## config.mk

```make
export PLATFORM = sky130hd
export DESIGN_NAME = logo_cmd_assembler
export DESIGN_NICKNAME = d
export VERILOG_FILES = /design/src/rtl/logo_cmd_assembler.sv
export SDC_FILE = /design/constraint.sdc
export NUM_CORES = 1
export LEC_CHECK = 0
export BUFFER_PORTS_ARGS = -buffer_cell sky130_fd_sc_hd__clkbuf_2
export CAP_MARGIN = 30
export CORE_MARGIN = 1
export CORE_UTILIZATION = 59
export CTS_BUF_LIST = sky130_fd_sc_hd__clkbuf_16
export DETAILED_ROUTE_END_ITERATION = 10
export PLACE_DENSITY = 0.81
export RECOVER_POWER = 25
export REMOVE_ABC_BUFFERS = 1
export SYNTH_ARGS = -nofsm -noshare
export SYNTH_HDL_FRONTEND = slang
export SYNTH_SLANG_ARGS = --single-unit
```

## constraint.sdc

```tcl
create_clock -name clock -period 4.7 [get_ports clock]
set_clock_uncertainty 0.05 [all_clocks]
set_input_delay 0.235 -clock clock [delete_from_list [all_inputs] [get_ports clock]]
set_output_delay 0.235 -clock clock [all_outputs]
set_load 0.005 [all_outputs]
```

## src/rtl/logo_cmd_assembler.sv

```systemverilog
`default_nettype none
// ============================================================================
//  Module   : logo_cmd_assembler
//  Purpose  : Parses typed LOGO lines, one ASCII keystroke at a time, and
//             turns each completed line into a 32-bit command word.
//             A line is a two-letter mnemonic (case-insensitive) with an
//             optional space-separated decimal argument, ended by Enter.
//             A backspace key discards the line typed so far.
//  Ports    : clock          - system clock
//             reset          - synchronous, active-high reset
//             key_valid      - one-cycle strobe qualifying key_ascii
//             key_ascii[7:0] - ASCII code of the pressed key
//             command_ready  - one-cycle strobe, command holds a new word
//             command[31:0]  - {opcode[3:0], 12'h000, argument[15:0]}
//             cmd_error      - one-cycle strobe, Enter on a malformed line
//             debug_state    - current parser state encoding
//  Revision : 1.0 - initial release
// ============================================================================
module logo_cmd_assembler #(
   parameter int         MAX_DIGITS = 5,
   parameter logic [7:0] ENTER_CODE = 8'h0D,
   parameter logic [7:0] BKSP_CODE  = 8'h08
) (
   input  logic        clock,
   input  logic        reset,
   input  logic        key_valid,
   input  logic [7:0]  key_ascii,
   output logic        command_ready,
   output logic [31:0] command,
   output logic        cmd_error,
   output logic [2:0]  debug_state
);

   localparam int CNT_W = $clog2(MAX_DIGITS + 1);

   typedef enum logic [2:0] {
      S_OP1  = 3'd0,
      S_OP2  = 3'd1,
      S_SEP  = 3'd2,
      S_ARG  = 3'd3,
      S_TAIL = 3'd4,
      S_ERR  = 3'd5
   } state_t;

   state_t             state_q, state_d;
   logic [7:0]         first_q, first_d;      // first mnemonic letter, upper case
   logic [3:0]         op_q, op_d;            // decoded opcode of the pair
   logic [15:0]        acc_q, acc_d;          // argument accumulator
   logic [CNT_W-1:0]   cnt_q, cnt_d;          // digits accepted so far
   logic               seen_space_q, seen_space_d;
   logic [31:0]        command_q, command_d;
   logic               ready_q, ready_d;
   logic               err_q, err_d;

   // ---------------------------------------------------------------------
   // Keystroke classification
   // ---------------------------------------------------------------------
   logic        w_is_lower;
   logic [7:0]  w_upper;
   logic        w_is_letter;
   logic        w_is_digit;
   logic        w_is_space;
   logic        w_is_enter;
   logic        w_is_bksp;
   logic [3:0]  w_digit;
   logic [3:0]  w_pair_op;
   logic        w_takes_arg;
   logic [19:0] w_acc_x10;
   logic [19:0] w_next_acc;

   assign w_is_lower  = (key_ascii >= 8'h61) && (key_ascii <= 8'h7A);
   assign w_upper     = w_is_lower ? (key_ascii - 8'd32) : key_ascii;
   assign w_is_letter = (w_upper >= 8'h41) && (w_upper <= 8'h5A);
   assign w_is_digit  = (key_ascii >= 8'h30) && (key_ascii <= 8'h39);
   assign w_is_space  = (key_ascii == 8'h20);
   assign w_is_enter  = (key_ascii == ENTER_CODE);
   assign w_is_bksp   = (key_ascii == BKSP_CODE);
   // ASCII '0'..'9' are 0x30..0x39, so the low nibble is the digit value.
   assign w_digit     = key_ascii[3:0];

   // Opcodes 1..4 need an argument, 5..7 forbid one, 0 marks an unknown pair.
   always_comb begin
      w_pair_op = 4'd0;
      case ({first_q, w_upper})
         "FD":    w_pair_op = 4'd1;
         "BK":    w_pair_op = 4'd2;
         "LT":    w_pair_op = 4'd3;
         "RT":    w_pair_op = 4'd4;
         "PU":    w_pair_op = 4'd5;
         "PD":    w_pair_op = 4'd6;
         "CS":    w_pair_op = 4'd7;
         default: w_pair_op = 4'd0;
      endcase
   end

   assign w_takes_arg = (op_q != 4'd0) && (op_q <= 4'd4);

   // acc*10 as (acc<<3)+(acc<<1); 20 bits hold 65535*10+9 without wrap,
   // so the range check below sees the true value.
   assign w_acc_x10  = ({4'd0, acc_q} << 3) + ({4'd0, acc_q} << 1);
   assign w_next_acc = w_acc_x10 + {16'd0, w_digit};

   // ---------------------------------------------------------------------
   // Next-state logic
   // ---------------------------------------------------------------------
   always_comb begin
      state_d      = state_q;
      first_d      = first_q;
      op_d         = op_q;
      acc_d        = acc_q;
      cnt_d        = cnt_q;
      seen_space_d = seen_space_q;
      command_d    = command_q;
      ready_d      = 1'b0;
      err_d        = 1'b0;

      if (key_valid) begin
         if (w_is_bksp) begin
            state_d = S_OP1;
         end else begin
            case (state_q)
               S_OP1: begin
                  if (w_is_letter) begin
                     first_d = w_upper;
                     state_d = S_OP2;
                  end else if (!w_is_space && !w_is_enter) begin
                     state_d = S_ERR;
                  end
               end
               S_OP2: begin
                  if (w_is_letter) begin
                     op_d    = w_pair_op;
                     state_d = (w_pair_op != 4'd0) ? S_SEP : S_ERR;
                  end else if (w_is_enter) begin
                     err_d   = 1'b1;
                     state_d = S_OP1;
                  end else begin
                     state_d = S_ERR;
                  end
               end
               S_SEP: begin
                  if (w_is_space) begin
                     seen_space_d = 1'b1;
                  end else if (w_is_digit) begin
                     if (w_takes_arg && seen_space_q) begin
                        acc_d   = {12'd0, w_digit};
                        cnt_d   = CNT_W'(1);
                        state_d = S_ARG;
                     end else begin
                        state_d = S_ERR;
                     end
                  end else if (w_is_enter) begin
                     if (w_takes_arg) begin
                        err_d = 1'b1;
                     end else begin
                        ready_d   = 1'b1;
                        command_d = {op_q, 28'd0};
                     end
                     state_d = S_OP1;
                  end else begin
                     state_d = S_ERR;
                  end
               end
               S_ARG: begin
                  if (w_is_digit) begin
                     if ((cnt_q == CNT_W'(MAX_DIGITS)) || (w_next_acc > 20'd65535)) begin
                        state_d = S_ERR;
                     end else begin
                        acc_d = w_next_acc[15:0];
                        cnt_d = cnt_q + CNT_W'(1);
                     end
                  end else if (w_is_space) begin
                     state_d = S_TAIL;
                  end else if (w_is_enter) begin
                     ready_d   = 1'b1;
                     command_d = {op_q, 12'd0, acc_q};
                     state_d   = S_OP1;
                  end else begin
                     state_d = S_ERR;
                  end
               end
               S_TAIL: begin
                  if (w_is_enter) begin
                     ready_d   = 1'b1;
                     command_d = {op_q, 12'd0, acc_q};
                     state_d   = S_OP1;
                  end else if (!w_is_space) begin
                     state_d = S_ERR;
                  end
               end
               S_ERR: begin
                  if (w_is_enter) begin
                     err_d   = 1'b1;
                     state_d = S_OP1;
                  end
               end
               default: begin
                  state_d = S_OP1;
               end
            endcase
         end

         // Every return to the idle state starts the next line clean.
         if (state_d == S_OP1) begin
            acc_d        = 16'd0;
            cnt_d        = '0;
            seen_space_d = 1'b0;
         end
      end
   end

   // ---------------------------------------------------------------------
   // State and output registers
   // ---------------------------------------------------------------------
   always_ff @(posedge clock) begin
      if (reset) begin
         state_q      <= S_OP1;
         first_q      <= 8'd0;
         op_q         <= 4'd0;
         acc_q        <= 16'd0;
         cnt_q        <= '0;
         seen_space_q <= 1'b0;
         command_q    <= 32'd0;
         ready_q      <= 1'b0;
         err_q        <= 1'b0;
      end else begin
         state_q      <= state_d;
         first_q      <= first_d;
         op_q         <= op_d;
         acc_q        <= acc_d;
         cnt_q        <= cnt_d;
         seen_space_q <= seen_space_d;
         command_q    <= command_d;
         ready_q      <= ready_d;
         err_q        <= err_d;
      end
   end

   assign command_ready = ready_q;
   assign command       = command_q;
   assign cmd_error     = err_q;
   assign debug_state   = state_q;

endmodule
`default_nettype wire

```

[Word-level counts from Yosys, hierarchy flattened]
Cells that the tools add are included.
Widths: inputs -> output; s select.
Cells by class
  equal/unequal tests: 28
  add/subtract/negate cells: 4
  bitwise gates (word level): 2
  multiplexer cells: 61
  reduce and logical (&&, ||, !) cells: 23
  magnitude comparators: 8
Operators by type and width (number)
  $mux 32: 7
  $eq 16x15->1 const B: 7
  $mux 16: 7
  $pmux 32 s3: 1
  $mux 3: 23
  $pmux 16 s2: 1
  $pmux 3 s7: 1
  $add 19x17->20: 1
  $add 20x4->20: 1
  $gt 20x16->1 const B: 1
  $pmux 3 s6: 1
  $eq 8x4->1 const B: 2
  $ge 8x7->1 const B: 2
  $le 8x7->1 const B: 2
  $mux 1: 16
  $ne 3x3->1 const B: 5
  $ne 2x2->1 const B: 6
  $reduce_and 4->1: 3
  $eq 3x3->1 const B: 3
  $reduce_and 9->1: 1
  $eq 8x6->1 const B: 1
  $ge 8x6->1 const B: 1
  $le 8x6->1 const B: 1
  $mux 8: 1
  other kinds (18): 31
Storage, ports and cells
  input port bits: 11
  bits in registers: 69
  word-level logic and storage cells: 135
  output and inout bits: 37

[Depth between registers and ports, before layout]
  word-level depth: 14
  depth in mapped cells: 16

[Worst setup path after synthesis]
Ideal clock, no wire load.
  path type: input-to-reg
  start: in key_ascii[3]
  end: reg acc_q[15]
  library setup time: 117 ps
  path buffers: 3
  arrival time: 3676 ps
  setup slack: 857 ps
  stages: 16
  data required time: 4533 ps
  cells stage by stage: buf_4 inv_1 fa_1 inv_1 fa_1 a211o_1 a211oi_2 nor4b_1 or3_1 nand2_1 o2111ai_1 nor3b_1 o311a_1 buf_6 buf_8 a22o_1
Between the ends
  longest elaborated chain between the ends: 14
Ends and longest elaborated chain
  start, declared: RTL line 27  | input logic [7:0] key_ascii,
  branches (longest 14 deep; another with $add 20x4->20)
  end signal, assigned: RTL line 220  | acc_q <= 16'd0;
  end signal, assigned: RTL line 230  | acc_q <= acc_d;
  end, declared: RTL line 48  | logic [15:0] acc_q, acc_d;
Several ways; the timed one is not identified. The select of a mux whose other input is x is not followed.
A chain may end at the register's enable or synchronous reset.

[Worst setup path after layout]
  start: reg acc_q[0]
  end: reg acc_q[7]
Between the ends
  longest elaborated chain between the ends: 12
Ends and longest elaborated chain
  $add 19x17->20 (*): RTL line 100  | assign w_acc_x10 = ({4'd0, acc_q} << 3) + ({4'd0, acc_q} << 1);
  $add 20x4->20 (*): RTL line 101  | assign w_next_acc = w_acc_x10 + {16'd0, w_digit};
  $gt 20x16->1: RTL line 166  | if ((cnt_q == CNT_W'(MAX_DIGITS)) || (w_next_acc > 20'd65535)) begin
  $logic_or 1x1->1: RTL line 166
  $mux 3: RTL line 166
  $mux 3: RTL line 165  | if (w_is_digit) begin
  $pmux 3 s6: RTL line 121  | case (state_q)
  $mux 3: RTL line 118  | if (w_is_bksp) begin
  $mux 3: RTL line 117  | if (key_valid) begin
  $logic_not 3->1: RTL line 204  | if (state_d == S_OP1) begin
  $ne 3x3->1 (no source line) (tied with other cells)
  $reduce_and 8->1 (no source line)
Mark *: on every way between the ends. The rest lies on a longest branch, timed or not. The select of a mux whose other input is x is not followed.

==> run summary <==
Status - complete, no violations
Post-synth ARST share - 0%
Num Clock Sinks - 55
Initial core utilization - 60.9%
Crit path kind - reg2reg
Worst EP arrival - 4.19 ns
Ys Warns - 0
RSZ-0062 raised after global routing - false
Hold-fix buffers, CTS - 0
Cell Rows - 29
TritonCTS buffer count - 5
Number of synthesized flops with an enable pin - 0
Final cycle utilization of the critical path - 86.3%
# setup viols final - 0
MaxCap Viol Count - 0
Setup crit end kind - flop
Flop2flop setup slack - 0.65 ns
Synth cell types - 68
Clk_lat worst skew - 0.29 ns
Reg2reg path depth - 14
Fill cells - 542
Total GRT Usage - 24.5%
Max Slew Vio Count - 0
Final Hold Fails - 0
Antenna viol nets, final - 0
Fmax - 0.247 GHz
Port bufs - 34
Fin crit period - 4.05 ns
Deepest clock path buffer count - 2
Pin count of the biggest net entering global routing - 38
P&R area growth vs syn - 6.96%
Total Neg Setup Slack - 0 ns
Startpoint types - flop
Pre-Repair DR Iteration Count - 5
Core Region - 0.00635 mm^2
Leak Pwr - 0.00184 uW
Yosys top cell by area - dfxtp_1
DP Wirelength - 6.28 mm
Synth top area share - 28.5%
Crit Path Max Fanout - 19
Final WL - 8.53 mm
Top cells by area, synth - dfxtp_1 (28%), ha_1 (11%), a21oi_1 (5.8%)
Hold path depth - 3
Drt drc - 0
WL/cell - 15.1 um
First-pass GRT wire length - 14.3 mm
Area of the multi-input gates - 0.00251 mm^2
CTS Root Cell - clkbuf_16
Worst VDD drop - 0.163 mV
Reg-to-reg endpoint - acc_q[7]$_SDFFE_PP0P_
H-tree Lvls - 2
Starting DRT DRC Count - 267
FF+latch count, synth - 55
Synthesized area - 0.00386 mm^2
Antenna Diode Count - 0
Worst rel slew slack - 49.5%
Total power - 931 uW
Mapped Cells - 463
Gr ovfl total - 0
Nets - 536
Post-DP Area - 0.00399 mm^2
Non-Filler Instances - 566
Predominant post-synthesis flop cell - dfxtp_1
CTS tree - done
Register area - 0.00110 mm^2
Placed instance count - 558
PwrDens - 225 mW/mm^2
GPL Wtd Cong - 0.904
Mean Syn Cell Area - 8.35 um^2
FF-to-FF Start - acc_q[0]$_SDFFE_PP0P_
Vias in the first global route - 3160
Vias - 3451
Initial antenna violation count - 0
Sink of the worst hold path - debug_state[1]$_SDFFE_PP0P_
Critical Path RT - 4.84 ns
Design area - 0.00413 mm^2
Die Ht - 82.9 um
Min-delay src - key_valid
Ratio of cells with drive above 1 in the final layout - 13.5%
CTS resizes - 0
Hold crit path type - in2reg
Actual slew at the worst max-slew pin - 0.758 ns
Post-synthesis sequential area ratio - 28.5%
Clock Pin Slew Worst Setup and Hold Paths - 0.08 ns
Die X - 82.9 um
Fin util - 65.1%
Via-to-Cell Ratio - 6.10
Full die area - 0.00688 mm^2
Post CTS Setup Buffer Count - 0
IO Count - 48
[power breakdown]
| group | leakage [uW] | internal, uW | switching, uW | total (uW) |
|---|---|---|---|---|
| sequential | 0.000444 | 468 | 7.25 | 476 |
| clock | 0.0000716 | 198 | 176 | 374 |
| combinational | 0.00132 | 26.8 | 54.3 | 81.1 |
| total | 0.00184 | 693 | 238 | 931 |
[how the worst max path moves through the flow]
stage	from	end	slack, ns	cells past startpoint
detailed placement	key_ascii[3]	acc_q[7]$_SDFFE_PP0P_	0.53	15
CTS	acc_q[0]$_SDFFE_PP0P_	acc_q[7]$_SDFFE_PP0P_	0.67	14
global placement	key_ascii[3]	acc_q[4]$_SDFFE_PP0P_	0.63	15
floorplan	acc_q[0]$_SDFFE_PP0P_	acc_q[0]$_SDFFE_PP0P_	0.63	13
global route	acc_q[0]$_SDFFE_PP0P_	acc_q[8]$_SDFFE_PP0P_	0.46	14
finish	acc_q[0]$_SDFFE_PP0P_	acc_q[7]$_SDFFE_PP0P_	0.65	14
[synth_stat cells, types with 9 or more instances]
library cell / instances
clkbuf_1: 10
ha_1: 35
inv_1: 22
a21oi_1: 45
a22o_2: 9
nand2_1: 47
mux2i_1: 10
o21ai_0: 9
nand3_1: 26
dfxtp_1: 55
buf_4: 17
a21o_1: 12
nor2_1: 33
xnor2_1: 11
[critical path: stages (launching register included)]
cell,delay [ns]
dfxtp_1,0.39
inv_1,0.08
fa_1,0.50
inv_1,0.06
fa_1,0.48
a211o_1,0.35
a211oi_2,0.29
nor4b_1,0.11
or3_1,0.38
nand2_1,0.11
o2111ai_1,0.16
nor3b_1,0.20
o311a_1,0.31
buf_4,0.21
a22o_2,0.28
[cell type report]
type	instances	share of cell area [%]
Clock inverter	3	0.484
Tap cell	77	2.33
Timing Repair Buffer	38	4.72
Multi-Input combinational cell	366	60.8
Sequential cell	55	26.6
Inverter	22	2.00
Clock buffer	5	3.03
[metal layers]
layer  vias to the layer above  wire length, um  GRT usage (%)
met5                         -                0              0
met4                         0              140           7.37
met3                        15              431           2.88
met2                       118             4010           41.6
met1                      1613             3940           32.7
li1                       1705                -              -
[flip-flops by register name, summed over array words and instances (netlist names)]
signal / flops
acc_q: 16
cmd_error: 1
cnt_q: 3
command: 19
command_ready: 1
debug_state: 3
first_q: 8
op_q: 3
seen_space_q: 1
[cell families (layout without fill, tap and decap cells)]
logic type / Yosys count / after routing / share of synthesized area [%]
xor gates and xnor gates: 15 / 15 / 3.40
DFF: 55 / 55 / 28.5
adders and majority gates: 37 / 37 / 12.4
buffers and inverters: 54 / 68 / 7.64
muxes: 11 / 11 / 2.88
AOI/OAI and AO/OA: 125 / 125 / 22.9
and+or+nand+nor: 165 / 165 / 22.3
other: 1 / 13 / 0.0970
[cells in the final DEF, fill, tap and decap left out, types with 3 or more instances in the layout]
cell / instances
dfxtp_1: 55
nand2_1: 47
a21oi_1: 45
ha_1: 35
nor2_1: 33
clkbuf_2: 30
nand3_1: 26
inv_1: 23
conb_1: 13
a21o_1: 12
xnor2_1: 11
mux2i_1: 10
o21ai_0: 9
a22o_2: 9
nor3_1: 8
o2bb2ai_1: 7
nor2b_1: 6
nand2b_1: 5
and2_1: 5
nor3b_1: 5
clkbuf_16: 5
or3_1: 4
o31ai_1: 4
o21ai_1: 4
xor2_1: 4
clkbuf_1: 4
buf_4: 4
or4_1: 3
nor4b_1: 3
o21bai_1: 3
nor4_1: 3
o2111ai_1: 3
nand4_1: 3
a31oi_1: 3
a22o_1: 3
[through the flow]
stage / hold WS [ns] / setup slack, ns
after floorplan: 0.254 / 0.632
after global routing: 0.266 / 0.456
final: 0.258 / 0.646
after CTS: 0.252 / 0.674
after global placement: 0.389 / 0.627
after detailed placement: 0.394 / 0.528
Note: power is estimated with default switching activity, not from simulation.
